<file path="src/rtl/gem_fiber_rx_frame.sv">
// GEM trigger fiber receive back-end: finds 2-word frame alignment, locks, rebuilds
// the 56-bit cluster word, decodes BX/overflow from the separator and counts errors.
module gem_fiber_rx_frame #(
  parameter int unsigned LOCK_FRAMES = 4,
  parameter int unsigned UNLOCK_ERRS = 3
) (
  input  logic        TRG_CLK80,
  input  logic        TRG_RST,
  input  logic [31:0] RX_DATA,
  input  logic [3:0]  RX_ISK,
  input  logic        CNT_RESET,
  output logic [55:0] GEM_DATA,
  output logic        GEM_OVERFLOW,
  output logic [1:0]  BX_LSB,
  output logic        DATA_VALID,
  output logic        LOCKED,
  output logic        SYNC_RESET_SEEN,
  output logic [1:0]  STATE,
  output logic [15:0] FRAME_ERR_CNT,
  output logic [15:0] SEQ_ERR_CNT
);

  typedef enum logic [1:0] {ST_HUNT = 2'd0, ST_SYNC = 2'd1, ST_LOCK = 2'd2} state_t;
  typedef enum logic [1:0] {CL_IDLE, CL_SEP, CL_DAT, CL_BAD} cls_t;

  localparam logic [3:0] LOCK_N   = 4'(LOCK_FRAMES);
  localparam logic [3:0] UNLOCK_N = 4'(UNLOCK_ERRS);

  state_t      state_q, state_d;
  logic        phase_b_q, phase_b_d;
  logic [31:0] a_word_q, a_word_d;
  logic        a_ok_q, a_ok_d;
  logic        prev_dat_q, prev_dat_d;
  logic        prev_idle_q, prev_idle_d;
  logic [3:0]  good_run_q, good_run_d;
  logic [3:0]  bad_run_q, bad_run_d;
  logic [1:0]  exp_bx_q, exp_bx_d;
  logic [55:0] data_q, data_d;
  logic        ovf_q, ovf_d;
  logic [1:0]  bx_q, bx_d;
  logic        valid_q, valid_d;
  logic        sync_seen_q, sync_seen_d;
  logic [15:0] frame_cnt_q, frame_cnt_d;
  logic [15:0] seq_cnt_q, seq_cnt_d;

  cls_t       cls;
  logic [1:0] sep_bx;
  logic       sep_ovf;
  logic       frame_good;
  logic       frame_inc;
  logic       seq_inc;

  always_comb begin
    cls     = CL_BAD;
    sep_bx  = 2'd0;
    sep_ovf = 1'b0;
    if (RX_ISK == 4'b0101 && RX_DATA == 32'h50BC50BC) begin
      cls = CL_IDLE;
    end else if (RX_ISK == 4'b0000) begin
      cls = CL_DAT;
    end else if (RX_ISK == 4'b0001) begin
      cls = CL_SEP;
      case (RX_DATA[7:0])
        8'hBC:   sep_bx = 2'd0;
        8'hF7:   sep_bx = 2'd1;
        8'hFB:   sep_bx = 2'd2;
        8'hFD:   sep_bx = 2'd3;
        8'hFC:   sep_ovf = 1'b1;
        default: cls = CL_BAD;
      endcase
    end
  end

  always_comb begin
    state_d     = state_q;
    phase_b_d   = phase_b_q;
    a_word_d    = a_word_q;
    a_ok_d      = a_ok_q;
    good_run_d  = good_run_q;
    bad_run_d   = bad_run_q;
    exp_bx_d    = exp_bx_q;
    data_d      = data_q;
    ovf_d       = ovf_q;
    bx_d        = bx_q;
    valid_d     = 1'b0;
    frame_good  = 1'b0;
    frame_inc   = 1'b0;
    seq_inc     = 1'b0;
    prev_dat_d  = (cls == CL_DAT);
    prev_idle_d = (cls == CL_IDLE);
    sync_seen_d = (cls == CL_IDLE) && !prev_idle_q;

    if (cls == CL_IDLE) begin
      state_d    = ST_HUNT;
      phase_b_d  = 1'b0;
      good_run_d = 4'd0;
      bad_run_d  = 4'd0;
    end else begin
      case (state_q)
        ST_HUNT: begin
          // A separator right after a data word marks a candidate frame boundary.
          if (cls == CL_SEP && prev_dat_q) begin
            state_d    = ST_SYNC;
            good_run_d = 4'd1;
            phase_b_d  = 1'b0;
            exp_bx_d   = sep_ovf ? 2'd0 : sep_bx + 2'd1;
          end
        end
        default: begin
          if (!phase_b_q) begin
            a_word_d  = RX_DATA;
            a_ok_d    = (cls == CL_DAT);
            phase_b_d = 1'b1;
          end else begin
            phase_b_d  = 1'b0;
            frame_good = a_ok_q && (cls == CL_SEP);
            if (!frame_good) begin
              frame_inc = 1'b1;
              if (state_q == ST_SYNC) begin
                state_d    = ST_HUNT;
                good_run_d = 4'd0;
              end else begin
                bad_run_d = bad_run_q + 4'd1;
                if (bad_run_d >= UNLOCK_N) begin
                  state_d    = ST_HUNT;
                  bad_run_d  = 4'd0;
                  good_run_d = 4'd0;
                end
              end
            end else begin
              // Expected BX tracks good frames while syncing so the first locked frame checks cleanly.
              exp_bx_d = sep_ovf ? exp_bx_q + 2'd1 : sep_bx + 2'd1;
              if (state_q == ST_SYNC) begin
                good_run_d = good_run_q + 4'd1;
                if (good_run_d >= LOCK_N) begin
                  state_d   = ST_LOCK;
                  bad_run_d = 4'd0;
                end
              end else begin
                bad_run_d = 4'd0;
                valid_d   = 1'b1;
                data_d    = {a_word_q, RX_DATA[31:8]};
                ovf_d     = sep_ovf;
                bx_d      = sep_ovf ? exp_bx_q : sep_bx;
                seq_inc   = !sep_ovf && (sep_bx != exp_bx_q);
              end
            end
          end
        end
      endcase
    end

    frame_cnt_d = frame_cnt_q;
    seq_cnt_d   = seq_cnt_q;
    if (CNT_RESET) begin
      frame_cnt_d = 16'd0;
      seq_cnt_d   = 16'd0;
    end else begin
      if (frame_inc && frame_cnt_q != 16'hFFFF) frame_cnt_d = frame_cnt_q + 16'd1;
      if (seq_inc && seq_cnt_q != 16'hFFFF) seq_cnt_d = seq_cnt_q + 16'd1;
    end
  end

  always_ff @(posedge TRG_CLK80) begin
    if (TRG_RST) begin
      state_q     <= ST_HUNT;
      phase_b_q   <= 1'b0;
      a_word_q    <= 32'd0;
      a_ok_q      <= 1'b0;
      prev_dat_q  <= 1'b0;
      prev_idle_q <= 1'b0;
      good_run_q  <= 4'd0;
      bad_run_q   <= 4'd0;
      exp_bx_q    <= 2'd0;
      data_q      <= 56'd0;
      ovf_q       <= 1'b0;
      bx_q        <= 2'd0;
      valid_q     <= 1'b0;
      sync_seen_q <= 1'b0;
      frame_cnt_q <= 16'd0;
      seq_cnt_q   <= 16'd0;
    end else begin
      state_q     <= state_d;
      phase_b_q   <= phase_b_d;
      a_word_q    <= a_word_d;
      a_ok_q      <= a_ok_d;
      prev_dat_q  <= prev_dat_d;
      prev_idle_q <= prev_idle_d;
      good_run_q  <= good_run_d;
      bad_run_q   <= bad_run_d;
      exp_bx_q    <= exp_bx_d;
      data_q      <= data_d;
      ovf_q       <= ovf_d;
      bx_q        <= bx_d;
      valid_q     <= valid_d;
      sync_seen_q <= sync_seen_d;
      frame_cnt_q <= frame_cnt_d;
      seq_cnt_q   <= seq_cnt_d;
    end
  end

  assign GEM_DATA        = data_q;
  assign GEM_OVERFLOW    = ovf_q;
  assign BX_LSB          = bx_q;
  assign DATA_VALID      = valid_q;
  assign LOCKED          = (state_q == ST_LOCK);
  assign SYNC_RESET_SEEN = sync_seen_q;
  assign STATE           = state_q;
  assign FRAME_ERR_CNT   = frame_cnt_q;
  assign SEQ_ERR_CNT     = seq_cnt_q;

endmodule
</file>
<file path="config.mk">
export PLATFORM = sky130hd
export DESIGN_NAME = gem_fiber_rx_frame
export DESIGN_NICKNAME = d
export VERILOG_FILES = /design/src/rtl/gem_fiber_rx_frame.sv
export SDC_FILE = /design/constraint.sdc
export NUM_CORES = 1
export LEC_CHECK = 0
export ABC_AREA = 1
export CAP_MARGIN = 20
export CORE_MARGIN = 2
export CORE_UTILIZATION = 40
export DETAILED_ROUTE_END_ITERATION = 16
export PLACE_DENSITY = 0.67
export SYNTH_ARGS = -nofsm -noshare
export SYNTH_HDL_FRONTEND = slang
export SYNTH_SLANG_ARGS = --single-unit
export TNS_END_PERCENT = 50
</file>
<file path="constraint.sdc">
create_clock -name TRG_CLK80 -period 2.3 [get_ports TRG_CLK80]
set_input_delay 0.345 -clock TRG_CLK80 [delete_from_list [all_inputs] [get_ports TRG_CLK80]]
set_output_delay 0.345 -clock TRG_CLK80 [all_outputs]
set_load 0.1 [all_outputs]
</file>
==> results of run 1 <==
## registers in the layout, summed over array words and instances (netlist names)
| register | flops |
|---|---|
| prev_dat_q | 1 |
| FRAME_ERR_CNT | 16 |
| GEM_OVERFLOW | 1 |
| STATE | 2 |
| prev_idle_q | 1 |
| SEQ_ERR_CNT | 16 |
| a_word_q | 32 |
| DATA_VALID | 1 |
| GEM_DATA | 56 |
| good_run_q | 4 |
| a_ok_q | 1 |
| phase_b_q | 1 |
| exp_bx_q | 2 |
| bad_run_q | 4 |
| BX_LSB | 2 |
| SYNC_RESET_SEEN | 1 |
## logic make-up (layout without fill, tap and decap cells)
logic type,after synthesis,in the layout,synth area share
AOI/OAI and AO/OA,216,216,0.1805
xor gates and xnor gates,19,19,0.02649
adders and majority gates,5,5,0.009960
buffers and inverters,144,330,0.09641
DFF,141,141,0.4494
and+or+nand+nor,328,328,0.2373
## worst paths after layout
check / startpoint / endpoint / slack (ps)
max: RX_DATA[5] / SEQ_ERR_CNT[11] / 260
min: prev_idle_q / SYNC_RESET_SEEN / 420
max reg2reg: SEQ_ERR_CNT[0] / SEQ_ERR_CNT[11] / 320
min reg2reg: prev_idle_q / SYNC_RESET_SEEN / 420
## worst max-delay path: stages
cell and delay (ps):
clkdlybuf4s50_1 480, nand2_1 110, nor2_4 200, nand2_1 100
nand3_1 90, nand2_1 80, nand2_4 90, nand4_4 160
buf_12 200, nor2_8 130, buf_4 160, nand3_1 70
nand2_1 70, nor2_1 40
## metrics by stage
| step | util | hold slack, ps | instances | TNS [ps] | instance area, sq um |
|---|---|---|---|---|---|
| final | 0.5637 | 416.5 | 1250 | 0 | 8601 |
| after floorplan | - | 373.2 | 853 | -1287 | 6295 |
| after detailed placement | 0.5249 | 398.4 | 1219 | -4874 | 8009 |
| after CTS | 0.5637 | 419.5 | 1250 | 0 | 8601 |
| after global placement | 0.5249 | 403.6 | 1219 | -2828 | 8009 |
| after global routing | 0.5637 | 448.1 | 1250 | 0 | 8601 |
## layout make-up
| class | instances | area [sq um] | share of cell area |
|---|---|---|---|
| repair buffers | 190 | 1647 | 0.1914 |
| well taps | 211 | 264.0 | 0.03070 |
| inverters | 109 | 409.1 | 0.04757 |
| clock buffers | 18 | 439.2 | 0.05106 |
| multi-input cells | 568 | 2860 | 0.3326 |
| clock inverters | 13 | 152.6 | 0.01775 |
| flip-flops and latches | 141 | 2829 | 0.3289 |
## per-layer routing
layer | wire, um | share of wire | up-vias | track usage
li1 | - | - | 3130 | -
met1 | 7997 | 0.47 | 2701 | 0.2738
met2 | 7846 | 0.46 | 162 | 0.3399
met3 | 910 | 0.053 | 25 | 0.04955
met4 | 350 | 0.020 | 0 | 0.07289
met5 | 0 | 0 | - | 0
## cells in the mapped netlist (all sizes together)
cell / number
and3: 1
nor2b: 1
o21bai: 1
nor2: 121
nor4: 5
xor2: 18
a21oi: 107
dfxtp: 141
nand3b: 2
or2: 1
ha: 5
inv: 108
o21a: 16
nand4: 15
o211ai: 1
nor4b: 1
clkbuf: 21
o21ai: 91
clkinv: 1
nand3: 53
xnor2: 1
buf: 14
nor3: 9
nand2: 119
## power groups by stage
stage,Combinational (mW),Clock [mW],Sequential (mW)
2_1_floorplan,0.106,0,2.50
3_3_place_gp,0.255,0,2.50
3_5_place_dp,0.256,0,2.50
4_1_cts,0.257,2.80,2.45
5_1_grt,0.282,2.91,2.45
6_report,0.257,2.75,2.45
==> reports/metrics.yaml, run 1 <==
cts:
  ctsHoldBuffers: 0
  cts_resized: 0
  cts_tree: "yes"
  h-tree-depth: 4
  clkSinkCount: 141
  cts_root_buf: "clkbuf_16"
  clkTransAtPathRegs_ps: 60
  clock_latency_ps: 430
  clockBufferDepth: 2
  cts_buffers: 17
  post_cts_buffers: 0
power_and_ir_drop:
  power_switching_mw: 1.254
  p_per_area_nw_per_um2: 635.0
  power.share.sequential: 0.449
  ir_worst_vdd_uv: 453.7
  p_comb_frac: 0.047
  leakage_nw: 3.611
  cellInternalPower_mw: 4.207
  switching_share: 0.2297
  power_mw: 5.461
  power_frac_clock: 0.504
synthesis:
  synth_seq_cells: 141
  ys_types: 37
  yosys_warnings: 0
  netlist_area_sq_um: 6281
  syn_inst: 853
  synth.area.top_cells: "dfxtp_1 (45%), a21oi_1 (8.4%), o21ai_0 (7.0%)"
  ys_seq_area_frac: 0.4494
  synth_nets: 897
  synth_top_cell_area_share: 0.4494
  avgSynthCellArea_sq_um: 7.363
  synth_top_area_cell: "dfxtp_1"
outcome:
  status: "finished, final reports clean"
final_layout:
  layout.nets: 1071
  final_cell_mix: "buf_4 (142), dfxtp_1 (136), nand2_1 (112), nor2_1 (112), a21oi_1 (105)"
  final_common_cell: "buf_4"
  drive_above_1_share: 0.2069
  fill_cells: 1449
  diodes: 0
  area_delta_synth_final_pct: 36.93
worst_setup_path:
  crit_path_max_fanout: 8
  worstSetupEndpointType: "register"
  critPathLaunchType: "input pin"
  path_class: "input pin to register"
  arrival_ps: 2340
  required_ps: 2600
  reg2reg_depth: 13
global_routing:
  antenna_found_initial: 0
  grt_start_max_net_pins: 79
  grt_pass1_wl_um: 27550
  first_global_vias: 5478
  grt_util_all_layers: 0.2094
  overflow: 0
min_path:
  hold_class: "register to register"
  holdPathStages: 1
timing:
  fin_ws_ps: 262.9
  skew_ps: 10.59
  period_share: 0.8857
  setup_viol: 0
  worst_pin_slew_ps: 536.1
  clock.fmax_ghz: 0.4909
  drv_slew: 0
  slew_headroom: 0.6404
  rsz0062_at_grt: "no"
  period_needed_ps: 2037
  hold_violations: 0
detailed_routing:
  ant_nets: 0
  drt_iter0_drc: 322
  via_per_inst: 4.814
  first_pass_iters: 5
  vias: 6018
  remaining_drc_errors: 0
  routed_wl_um: 17100
  drt-wirelength-per-cell_um: 13.68
place:
  detailedPlacementHpwl_um: 12480
  pre_cts_slack_ps: -180.9
  place_congestion: 0.8959
  io_buffers: 134
die:
  dieArea_sq_um: 16720
  num_rows: 45
  start_util: 0.4116
  io_pins: 135
  die_x_um: 129.3
  die_h_um: 129.3
  core-area_sq_um: 15260
flow_run:
  max_cap_violations: 0
Note: power is estimated with default switching activity, not from simulation.
==> run 2: changes to the inputs <==
Settings changed: CORE_ASPECT_RATIO set to 0.7.
==> reports/metrics.yaml, run 2 (synthesized netlist as in run 1, its figures left out) <==
final_layout:
  final_common_cell: "dfxtp_1"  # was buf_4
  layout.nets: 1064  # was 1071
  area_delta_synth_final_pct: 36.29  # was 36.93%
  design_area_sq_um: 8561  # was 8601 sq um
  final_cell_mix: "dfxtp_1 (136), buf_4 (132), nand2_1 (112)"  # was buf_4 (142), dfxtp_1 (136), nand2_1 (112), nor2_1 (112), a21oi_1 (105)
  diodes: 0  # unchanged
  regArea_sq_um: 2829  # unchanged
  drive_above_1_share: 0.2033  # was 0.2069
  fill_cells: 1471  # was 1449
  multi_input_area_sq_um: 2863  # was 2860 sq um
  largest_reg_flops: 56  # unchanged
cts:
  clkSinkCount: 141  # unchanged
  clock_latency_ps: 430  # about the same
  h-tree-depth: 4  # unchanged
  cts_root_buf: "clkbuf_16"  # unchanged
  cts_buffers: 17  # unchanged
  post_cts_buffers: 0  # unchanged
  clkTransAtPathRegs_ps: 60  # about the same
  cts_tree: "yes"  # unchanged
  clockBufferDepth: 2  # unchanged
place:
  placedInstanceArea_sq_um: 7980  # was 8009 sq um
  pre_cts_slack_ps: -107.3  # was -180.9 ps
  io_buffers: 134  # unchanged
  place_congestion: 0.8862  # was 0.8959
  detailedPlacementHpwl_um: 11890  # was 12480 um
global_routing:
  grt_start_max_net_pins: 44  # was 79
  antenna_found_initial: 0  # unchanged
  grt_util_all_layers: 0.1952  # was 0.2094
  grt_pass1_wl_um: 26340  # was 27550 um
  first_global_vias: 5326  # was 5478
  overflow: 0  # unchanged
timing:
  fin_tns_setup_ps: 0  # unchanged
  hold_violations: 0  # unchanged
  worst_pin_slew_ps: 517.7  # was 536.1 ps
  drv_slew: 0  # unchanged
  rsz0062_at_grt: "no"  # unchanged
  period_share: 0.8773  # was 0.8857
  period_needed_ps: 2018  # was 2037 ps
  clock.fmax_ghz: 0.4956  # was 0.4909 GHz
  skew_ps: 18.42  # was 10.59 ps
  setup_viol: 0  # unchanged
  slew_headroom: 0.6517  # was 0.6404
  fin_ws_ps: 282.1  # was 262.9 ps
worst_setup_path:
  arrival_ps: 2320  # was 2340 ps
  crit_path_max_fanout: 22  # was 8
  crit_path_start: "RX_ISK[3]"  # was RX_DATA[5]
  rr_startpoint: "SEQ_ERR_CNT[0]"  # unchanged
  r2r_slack_ps: 290  # was 320 ps
  r2r-end: "SEQ_ERR_CNT[4]"  # was SEQ_ERR_CNT[11]
  reg2reg_depth: 11  # was 13
  required_ps: 2600  # about the same
  path_class: "input pin to register"  # unchanged
  worstSetupEndpointType: "register"  # unchanged
  crit_end: "SEQ_ERR_CNT[4]"  # was SEQ_ERR_CNT[11]
  critPathLaunchType: "input pin"  # unchanged
detailed_routing:
  drt_iter0_drc: 434  # was 322
  vias: 6035  # was 6018
  ant_nets: 0  # unchanged
  drt-wirelength-per-cell_um: 13.24  # was 13.68 um
  via_per_inst: 4.895  # was 4.814
  remaining_drc_errors: 0  # unchanged
  routed_wl_um: 16330  # was 17100 um
  first_pass_iters: 5  # unchanged
flow_run:
  max_cap_violations: 0  # unchanged
power_and_ir_drop:
  leakage_nw: 3.575  # was 3.611 nW
  ir_worst_vdd_uv: 382.0  # was 453.7 uV
  p_per_area_nw_per_um2: 632.1  # was 635.0 nW/um^2
die:
  core-area_sq_um: 15400  # was 15260 sq um
  num_rows: 38  # was 45
  io_pins: 135  # unchanged
  die_h_um: 108.8  # was 129.3 um
  start_util: 0.4077  # was 0.4116
  dieArea_sq_um: 16740  # was 16720 sq um
  die_x_um: 153.8  # was 129.3 um
outcome:
  status: "finished, final reports clean"  # unchanged
min_path:
  hold_class: "register to register"  # unchanged
-- run 2: changes by cell type in the layout (fill, tap and decap cells not counted), sizes merged --
| cell | change |
|---|---|
| bufinv | -1 |
| inv | +2 |
| clkinvlp | +1 |
| clkinv | -1 |
| buf | -7 |
-- run 2: timing repair --
action                     in CTS  in global routing
gates resized for setup         0                  1
hold buffers                    0                  0
setup endpoints to repair       0                  1
-- run 2: final cells by class --
type,instances,area share
clock buffers,18,0.05013
clock inverters,14,0.01739
flip-flops and latches,141,0.3305
inverters,109,0.04779
multi-input cells,568,0.3344
repair buffers,183,0.1906
well taps,200,0.02923
-- run 2: how the worst min path moves through the flow --
| stage | from | end | slack [ps] | cells after the start |
|---|---|---|---|---|
| floorplan | prev_idle_q | SYNC_RESET_SEEN | 370 | 1 |
| global placement | prev_idle_q | SYNC_RESET_SEEN | 380 | 1 |
| detailed placement | prev_idle_q | SYNC_RESET_SEEN | 390 | 1 |
| CTS | prev_idle_q | SYNC_RESET_SEEN | 390 | 1 |
| global route | prev_idle_q | SYNC_RESET_SEEN | 410 | 1 |
| finish | prev_idle_q | SYNC_RESET_SEEN | 390 | 1 |
-- run 2: power by group --
group	switching, mW	total [mW]	internal, mW
Sequential	0.00289	2.45	2.45
Clock	1.18	2.71	1.53
Combinational	0.134	0.253	0.119
-- run 2: stage by stage --
stage                 util  hold slack, ps  power, mW  std cells
floorplan                -           373.2      2.610        853
global placement    0.5180           378.3      2.756       1201
detailed placement  0.5180           386.2      2.755       1201
CTS                 0.5556           394.7      5.458       1233
global route        0.5557           408.6      5.599       1233
finish              0.5557           389.5      5.411       1233
-- run 2: layer usage --
layer  vias to the layer above  share of wire  track usage
met5                         -              0            0
met4                         0         0.0097      0.05177
met3                        16          0.067      0.05485
met2                       185           0.42       0.2952
met1                      2711           0.51       0.2746
li1                       3123              -            -
-- run 2: worst max-delay path: stages --
cell and delay [ps]:
clkdlybuf4s50_1 470, nor2_1 220, nand2_2 130, nor2_4 150
buf_4 140, nand3_1 70, nand3_1 120, nand3_2 130
nor2_8 160, buf_12 170, nand3_1 80, nand2_1 80
nor2_1 40
==> run 3: changes to the inputs <==
Settings changed: ABC_AREA 1 to unset, PLACE_DENSITY 0.67 to 0.68, SKIP_CTS_REPAIR_TIMING set to 1.
==> reports/metrics.yaml, run 3 <==
detailed_routing:
  drt_iter0_drc: 345  # was 434
  vias: 5866  # was 6035
  first_pass_iters: 5  # unchanged
  remaining_drc_errors: 0  # unchanged
  via_per_inst: 5.110  # was 4.895
  routed_wl_um: 17230  # was 16330 um
  drt-wirelength-per-cell_um: 15.01  # was 13.24 um
  ant_nets: 0  # unchanged
synthesis:
  syn_inst: 743  # was 853
  synth_seq_cells: 141  # unchanged
  synth_top_area_cell: "dfxtp_1"  # unchanged
  yosys_warnings: 0  # unchanged
  synthFlopType: "dfxtp_1"  # unchanged
  synth_edf_count: 0  # unchanged
  synth.area.top_cells: "dfxtp_1 (48%), nand2_1 (13%), a21oi_1 (9.5%)"  # was dfxtp_1 (45%), a21oi_1 (8.4%), o21ai_0 (7.0%)
  async_flop_share: 0  # unchanged
  yosysMostFrequentCell: "nand2_1"  # was dfxtp_1
  netlist_area_sq_um: 5942  # was 6281 sq um
  ys_top_cells_by_count: "nand2_1 (208), dfxtp_1 (141), a21oi_1 (113)"  # was dfxtp_1 (141), nor2_1 (113), nand2_1 (112)
  synth_top_cell_area_share: 0.4750  # was 0.4494
  ys_seq_area_frac: 0.4750  # was 0.4494
  synth_nets: 787  # was 897
  ys_types: 57  # was 37
  avgSynthCellArea_sq_um: 7.997  # was 7.363 sq um
cts:
  clkTransAtPathRegs_ps: 70  # was 60 ps
  h-tree-depth: 4  # unchanged
  clock_latency_ps: 420  # was 430 ps
  clockBufferDepth: 2  # unchanged
  cts_root_buf: "clkbuf_16"  # unchanged
  cts_buffers: 17  # unchanged
  cts_tree: "yes"  # unchanged
  clkSinkCount: 141  # unchanged
power_and_ir_drop:
  power_switching_mw: 1.293  # was 1.314 mW
  switching_share: 0.2397  # was 0.2429
  leakage_nw: 3.254  # was 3.575 nW
  ir_worst_vdd_uv: 504.4  # was 382.0 uV
  cellInternalPower_mw: 4.100  # was 4.097 mW
  power.share.sequential: 0.453  # about the same
  power_frac_clock: 0.500  # was 0.501
  p_comb_frac: 0.047  # about the same
  p_per_area_nw_per_um2: 632.4  # was 632.1 nW/um^2
  power_mw: 5.393  # was 5.411 mW
final_layout:
  final_cell_mix: "nand2_1 (208), buf_4 (178), dfxtp_1 (117)"  # was dfxtp_1 (136), buf_4 (132), nand2_1 (112)
  area_delta_synth_final_pct: 43.50  # was 36.29%
  drive_above_1_share: 0.2847  # was 0.2033
  final_common_cell: "nand2_1"  # was dfxtp_1
  layout.nets: 983  # was 1064
  final_cells: 1148  # was 1233
  largest_reg_flops: 56  # unchanged
die:
  io_pins: 135  # unchanged
  die_x_um: 149.7  # was 153.8 um
  dieArea_sq_um: 15860  # was 16740 sq um
  num_rows: 37  # was 38
  core-area_sq_um: 14630  # was 15400 sq um
  start_util: 0.4062  # was 0.4077
  die_h_um: 106.0  # was 108.8 um
worst_setup_path:
  worstSetupEndpointType: "register"  # unchanged
  crit_path_max_fanout: 8  # was 22
  arrival_ps: 2570  # was 2320 ps
  path_class: "input pin to register"  # unchanged
  critPathLaunchType: "input pin"  # unchanged
  path_buf_inv: 4  # was 3
  required_ps: 2650  # was 2600 ps
  critPathTopFamily: "buffers and inverters"  # was simple AND/OR/NAND/NOR gates
  crit_slowest_cell: "clkdlybuf4s50_1"  # unchanged
  crit_path_max_incr_delay_ps: 470  # about the same
  path_cells: "clkdlybuf4s50_1, nor4b_4, buf_4, nand4_1, buf_4, o311ai_2, buf_6, nor3_4, nand4_1, mux2i_1"  # was clkdlybuf4s50_1, nor2_1, nand2_2, nor2_4, buf_4, nand3_1, nand3_1, nand3_2, nor2_8, buf_12, nand3_1, nand2_1, nor2_1
timing:
  rsz0062_at_grt: "yes"  # was no
  period_share: 0.9618  # was 0.8773
  period_needed_ps: 2212  # was 2018 ps
  clock.fmax_ghz: 0.4521  # was 0.4956 GHz
  worst_hold_slack_ps: 347.3  # was 389.5 ps
  skew_ps: 11.40  # was 18.42 ps
  setup_viol: 0  # unchanged
  drv_slew: 0  # unchanged
  slew_headroom: 0.5233  # was 0.6517
  worst_pin_slew_ps: 706.1  # was 517.7 ps
  hold_violations: 0  # unchanged
flow_run:
  max_cap_violations: 0  # unchanged
global_routing:
  grt_pass1_wl_um: 27450  # was 26340 um
  grt_util_all_layers: 0.2173  # was 0.1952
  first_global_vias: 5266  # was 5326
  grt_start_max_net_pins: 70  # was 44
  antenna_found_initial: 1  # was 0
  overflow: 0  # unchanged
place:
  io_buffers: 134  # unchanged
  dp_cells: 1113  # was 1201
  detailedPlacementHpwl_um: 12030  # was 11890 um
  place_congestion: 0.8453  # was 0.8862
outcome:
  status: "finished, final reports clean"  # unchanged
min_path:
  hold_class: "input pin to register"  # was register to register
## run 3: cell types whose count changed in the layout (fill, tap and decap cells not counted), moves of 28 or more
cell	change
nand2_1	+96
inv_1	-94
nor2_1	-79
o21ai_0	-68
buf_4	+46
nand3_1	-28
## run 3: through the flow
stage                       util  worst slack [ps]  instance area, sq um  TNS (ps)
final                     0.5829             87.95                  8527         0
after CTS                 0.5750            -189.1                  8412     -4319
after global placement    0.5357            -522.3                  7836    -48890
after floorplan                -            -6.344                  5974    -126.9
after global routing      0.5829            -31.51                  8527    -143.6
after detailed placement  0.5357            -524.1                  7836    -51400
## run 3: worst reg2reg max path: cells and delay by family (launching register included)
family | cells | cell delay, ps
flops | 1 | 460
buf+inv | 2 | 320
compound gates | 2 | 270
mux | 1 | 170
simple gates | 3 | 670
## run 3: power by group through the flow
stage	logic, mW	registers (mW)	clock network, mW
after global placement	0.247	2.50	0
after detailed placement	0.246	2.50	0
after floorplan	0.0770	2.50	0
after global routing	0.272	2.44	2.84
after CTS	0.247	2.44	2.75
final	0.253	2.44	2.70
## run 3: layout make-up
| type | count | area [sq um] |
|---|---|---|
| clock inverter | 14 | 146.4 |
| tap | 195 | 244.0 |
| timing repair buffer | 221 | 1819 |
| inverter | 7 | 26.28 |
| fill | 1384 | 6102 |
| multi-input combinational | 551 | 3007 |
| sequential | 141 | 2853 |
| antenna | 1 | 2.502 |
| clock buffer | 18 | 429.2 |
## run 3: path summary, 6_finish.rpt
kind	to	cells after the start	slack, ps	startpoint
max	FRAME_ERR_CNT[15]	10	90	RX_DATA[15]
min	GEM_DATA[16]	2	350	TRG_RST
max reg2reg	SEQ_ERR_CNT[1]	8	300	exp_bx_q[1]
min reg2reg	SYNC_RESET_SEEN	1	390	prev_idle_q
## run 3: per-layer routing
metal  share of wire  routed length [um]  GRT usage  vias up
li1                -                   -          -     2995
met1            0.50                8623     0.3240     2699
met2            0.43                7334     0.3083      156
met3           0.063                1083    0.05365       16
met4           0.011                 185    0.06469        0
met5               0                   0          0        -
## run 3: logic make-up (layout without fill, tap and decap cells)
group,after synthesis,count (layout),share of synthesized area
buf+inv,51,260,0.03727
mux,6,6,0.01011
compound gates,172,172,0.1720
flops,141,141,0.4750
other cells,0,1,0
simple gates,355,355,0.2758
xor+xnor,13,13,0.01916
fa+ha+maj,5,5,0.01053
==> patch, RTL diff (flow settings as in run 1) <==
Reset style: asynchronous (`TRG_RST`), changed in one clocked block. Comments in the files are not updated.
--- a/src/rtl/gem_fiber_rx_frame.sv
+++ b/src/rtl/gem_fiber_rx_frame.sv
@@ -163,3 +163,3 @@
 
-  always_ff @(posedge TRG_CLK80) begin
+  always_ff @(posedge TRG_CLK80 or posedge TRG_RST) begin
     if (TRG_RST) begin
Formal check against the unedited RTL: differs if TRG_RST is asserted again (counterexample within 4 cycles, from zero or initial values and one cycle with TRG_RST high); with TRG_RST held inactive, the same outputs for 4 cycles.
==> patch against run 1 <==
Power rose by 4.8%; sequential power rose by 4%; routed wire length fell by 4.9%; final cell count fell by 4.2%; clock skew rose by 0.0014 ns; largest cell class is now flip-flops and latches; worst setup slack got worse by 0.0099 ns; sequential cell count did not move; synthesized cell count fell by 6.8%; register-to-register slack got worse by 0.07 ns; synthesized area rose by 3.1%; design area rose by 2.5%; highest routed layer unchanged.
==> patch: results (changes against run 1) <==
status: complete, no violations
share of layout cells above drive strength 1: 19.7% (-1.0 points)
CTS Root Cell: clkbuf_16
sequential share of the synthesized area: 54.5% (+9.5 points)
Final nets: 1013 (-5.4%)
adder-cell area share of the yosys netlist: 0.966% (-0.030 points)
Placer Congestion: 0.850 (-5.1%)
CP startpoint kind: flip-flop
first-pass GRT wire length: 27.7 mm (+0.45%)
met2 WL: 7.70 mm (-1.9%)
Ys Warns: 0 (unchanged)
DRT iter0 DRCs: 351 (+9.0%)
Post-synth top cells: nand2_1 (267), dfrtp_1 (141), o21ai_0 (79)
Post-CTS Setup Inserts: 0 (unchanged)
worst reg2reg startpoint: FRAME_ERR_CNT[0]
post-synthesis compound-gate area fraction: 8.02% (-10 points)
number of diodes: 0 (unchanged)
max FFs per register: 56 (unchanged)
Crit path arrival time: 2.34 ns (about the same)
Final setup viols: 0 (unchanged)
pin count of the biggest net entering global routing: 63 (-20%)
pre-CTS setup slack: -0.168 ns (+0.0128 ns)
Vias: 5648 (-6.1%)
async set or reset register ratio after synthesis: 100% (+100 points)
Skew-Pair Late Insertion Delay: 0.42 ns
multiplexer share of the synthesized area: 0.522% (+0.52 points)
Total Wirelength: 16.3 mm (-4.9%)
slew margin rel.: 69.5% (+5.5 points)
DR top layer: met4
area post-placement: 8190 um2 (+2.3%)
CTS Buffer Depth: 2 (unchanged)
initial antenna violation count: 0 (unchanged)
Synth Area in XOR/XNOR: 1.22% (-1.4 points)
worst-path fanout max: 19 (+11)
PortBufs: 134 (unchanged)
Post-DP HPWL: 11.8 mm (-5.3%)
GRT Overall Usage: 19.9% (-1.0 points)
top cells by area, synth: dfrtp_1 (54%), nand2_1 (15%), o21ai_0 (6.1%)
maximum vdd drop: 0.000465 V (+2.4%)
Mapped Nets: 839 (-6.5%)
leakage: 4.58 nW (+27%)
# H-tree levels: 4 (unchanged)
Setup Skew: 0.0120 ns (+0.00141 ns)
CTS-repair resized insts: 0 (unchanged)
sw power: 1.26 mW (+0.57%)
Reg clk slew, reported paths: 0.06 ns (about the same)
M1 WL: 7.77 mm (-2.9%)
Hold Path Class: in -> async
Remaining DRCs: 0 (unchanged)
Met3 Wirelength: 612 um (-33%)
Num CTS Buffers: 17 (unchanged)
Pre-Repair DR Iteration Count: 5 (unchanged)
count of cell types in the netlist: 38 (+2.7%)
-- patch: cell types whose count changed in the layout (fill, tap and decap cells not counted), sizes merged, moves of 10 or more --
cell and change:
a21oi -93, buf -10, dfrtp +141, dfxtp -141, inv -34, nand2 +153, nor2 -51, nor3 +10
o21a -16, o21ai -11, xor2 -10
-- patch: final timing paths --
path | endpoint | slack [ns] | depth (start not counted)
min in group TRG_CLK80 | SYNC_RESET_SEEN | 0.41 | 1
worst max register to register | FRAME_ERR_CNT[8] | 0.25 | 10
worst min register to register | SYNC_RESET_SEEN | 0.41 | 1
worst min-delay path | a_word_q[6] | 0.40 | 3
worst max-delay path | FRAME_ERR_CNT[8] | 0.25 | 10
max in group asynchronous | GEM_DATA[50] | 1.57 | 3
-- patch: per-stage QoR --
step / instances / TNS, ns / utilization (%)
2_1_floorplan: 795 / -4.75 / -
3_3_place_gp: 1166 / -2.87 / 51.7
3_5_place_dp: 1166 / -6.87 / 51.7
4_1_cts: 1198 / 0 / 55.7
5_1_grt: 1198 / 0 / 55.7
6_report: 1198 / 0 / 55.7
-- patch: kinds of logic (layout without fill, tap and decap cells) --
group	after synthesis	count (layout)
simple gates	430	430
flops	141	141
buf+inv	106	293
compound gates	101	101
xor+xnor	9	9
fa+ha+maj	5	5
mux	3	3
-- patch: layer usage --
| metal | global-route usage, % | up-vias |
|---|---|---|
| met4 | 6.82 | 0 |
| met5 | 0 | - |
| met1 | 27.1 | 2616 |
| li1 | - | 2905 |
| met2 | 31.7 | 115 |
| met3 | 4.40 | 12 |
-- patch: area by class of cell --
type                            instances  area, um2
Fill cell                            1429       7010
Clock buffer                           18        429
Clock inverter                         14        194
Sequential cell                       141       3530
Inverter                               81        308
Tap cell                              216        270
Timing Repair Buffer                  180       1560
Multi-Input combinational cell        548       2520
-- patch: power by group through the flow --
| stage | logic, mW | clock network [mW] | registers, mW |
|---|---|---|---|
| final | 0.270 | 2.90 | 2.56 |
| after global placement | 0.271 | 0 | 2.60 |
| after CTS | 0.277 | 2.95 | 2.55 |
| after global routing | 0.308 | 3.05 | 2.56 |
| after floorplan | 0.126 | 0 | 2.60 |
| after detailed placement | 0.274 | 0 | 2.60 |
-- patch: worst max-delay path, stage by stage (launching register included) --
cell and delay (ns):
dfrtp_1 0.42, ha_1 0.21, nand2_1 0.08, inv_1 0.08, nand2_1 0.09, nor3_1 0.30, a31oi_1 0.15, nand3_1 0.15
nand2_2 0.21, nand4_1 0.13, o21ai_0 0.08
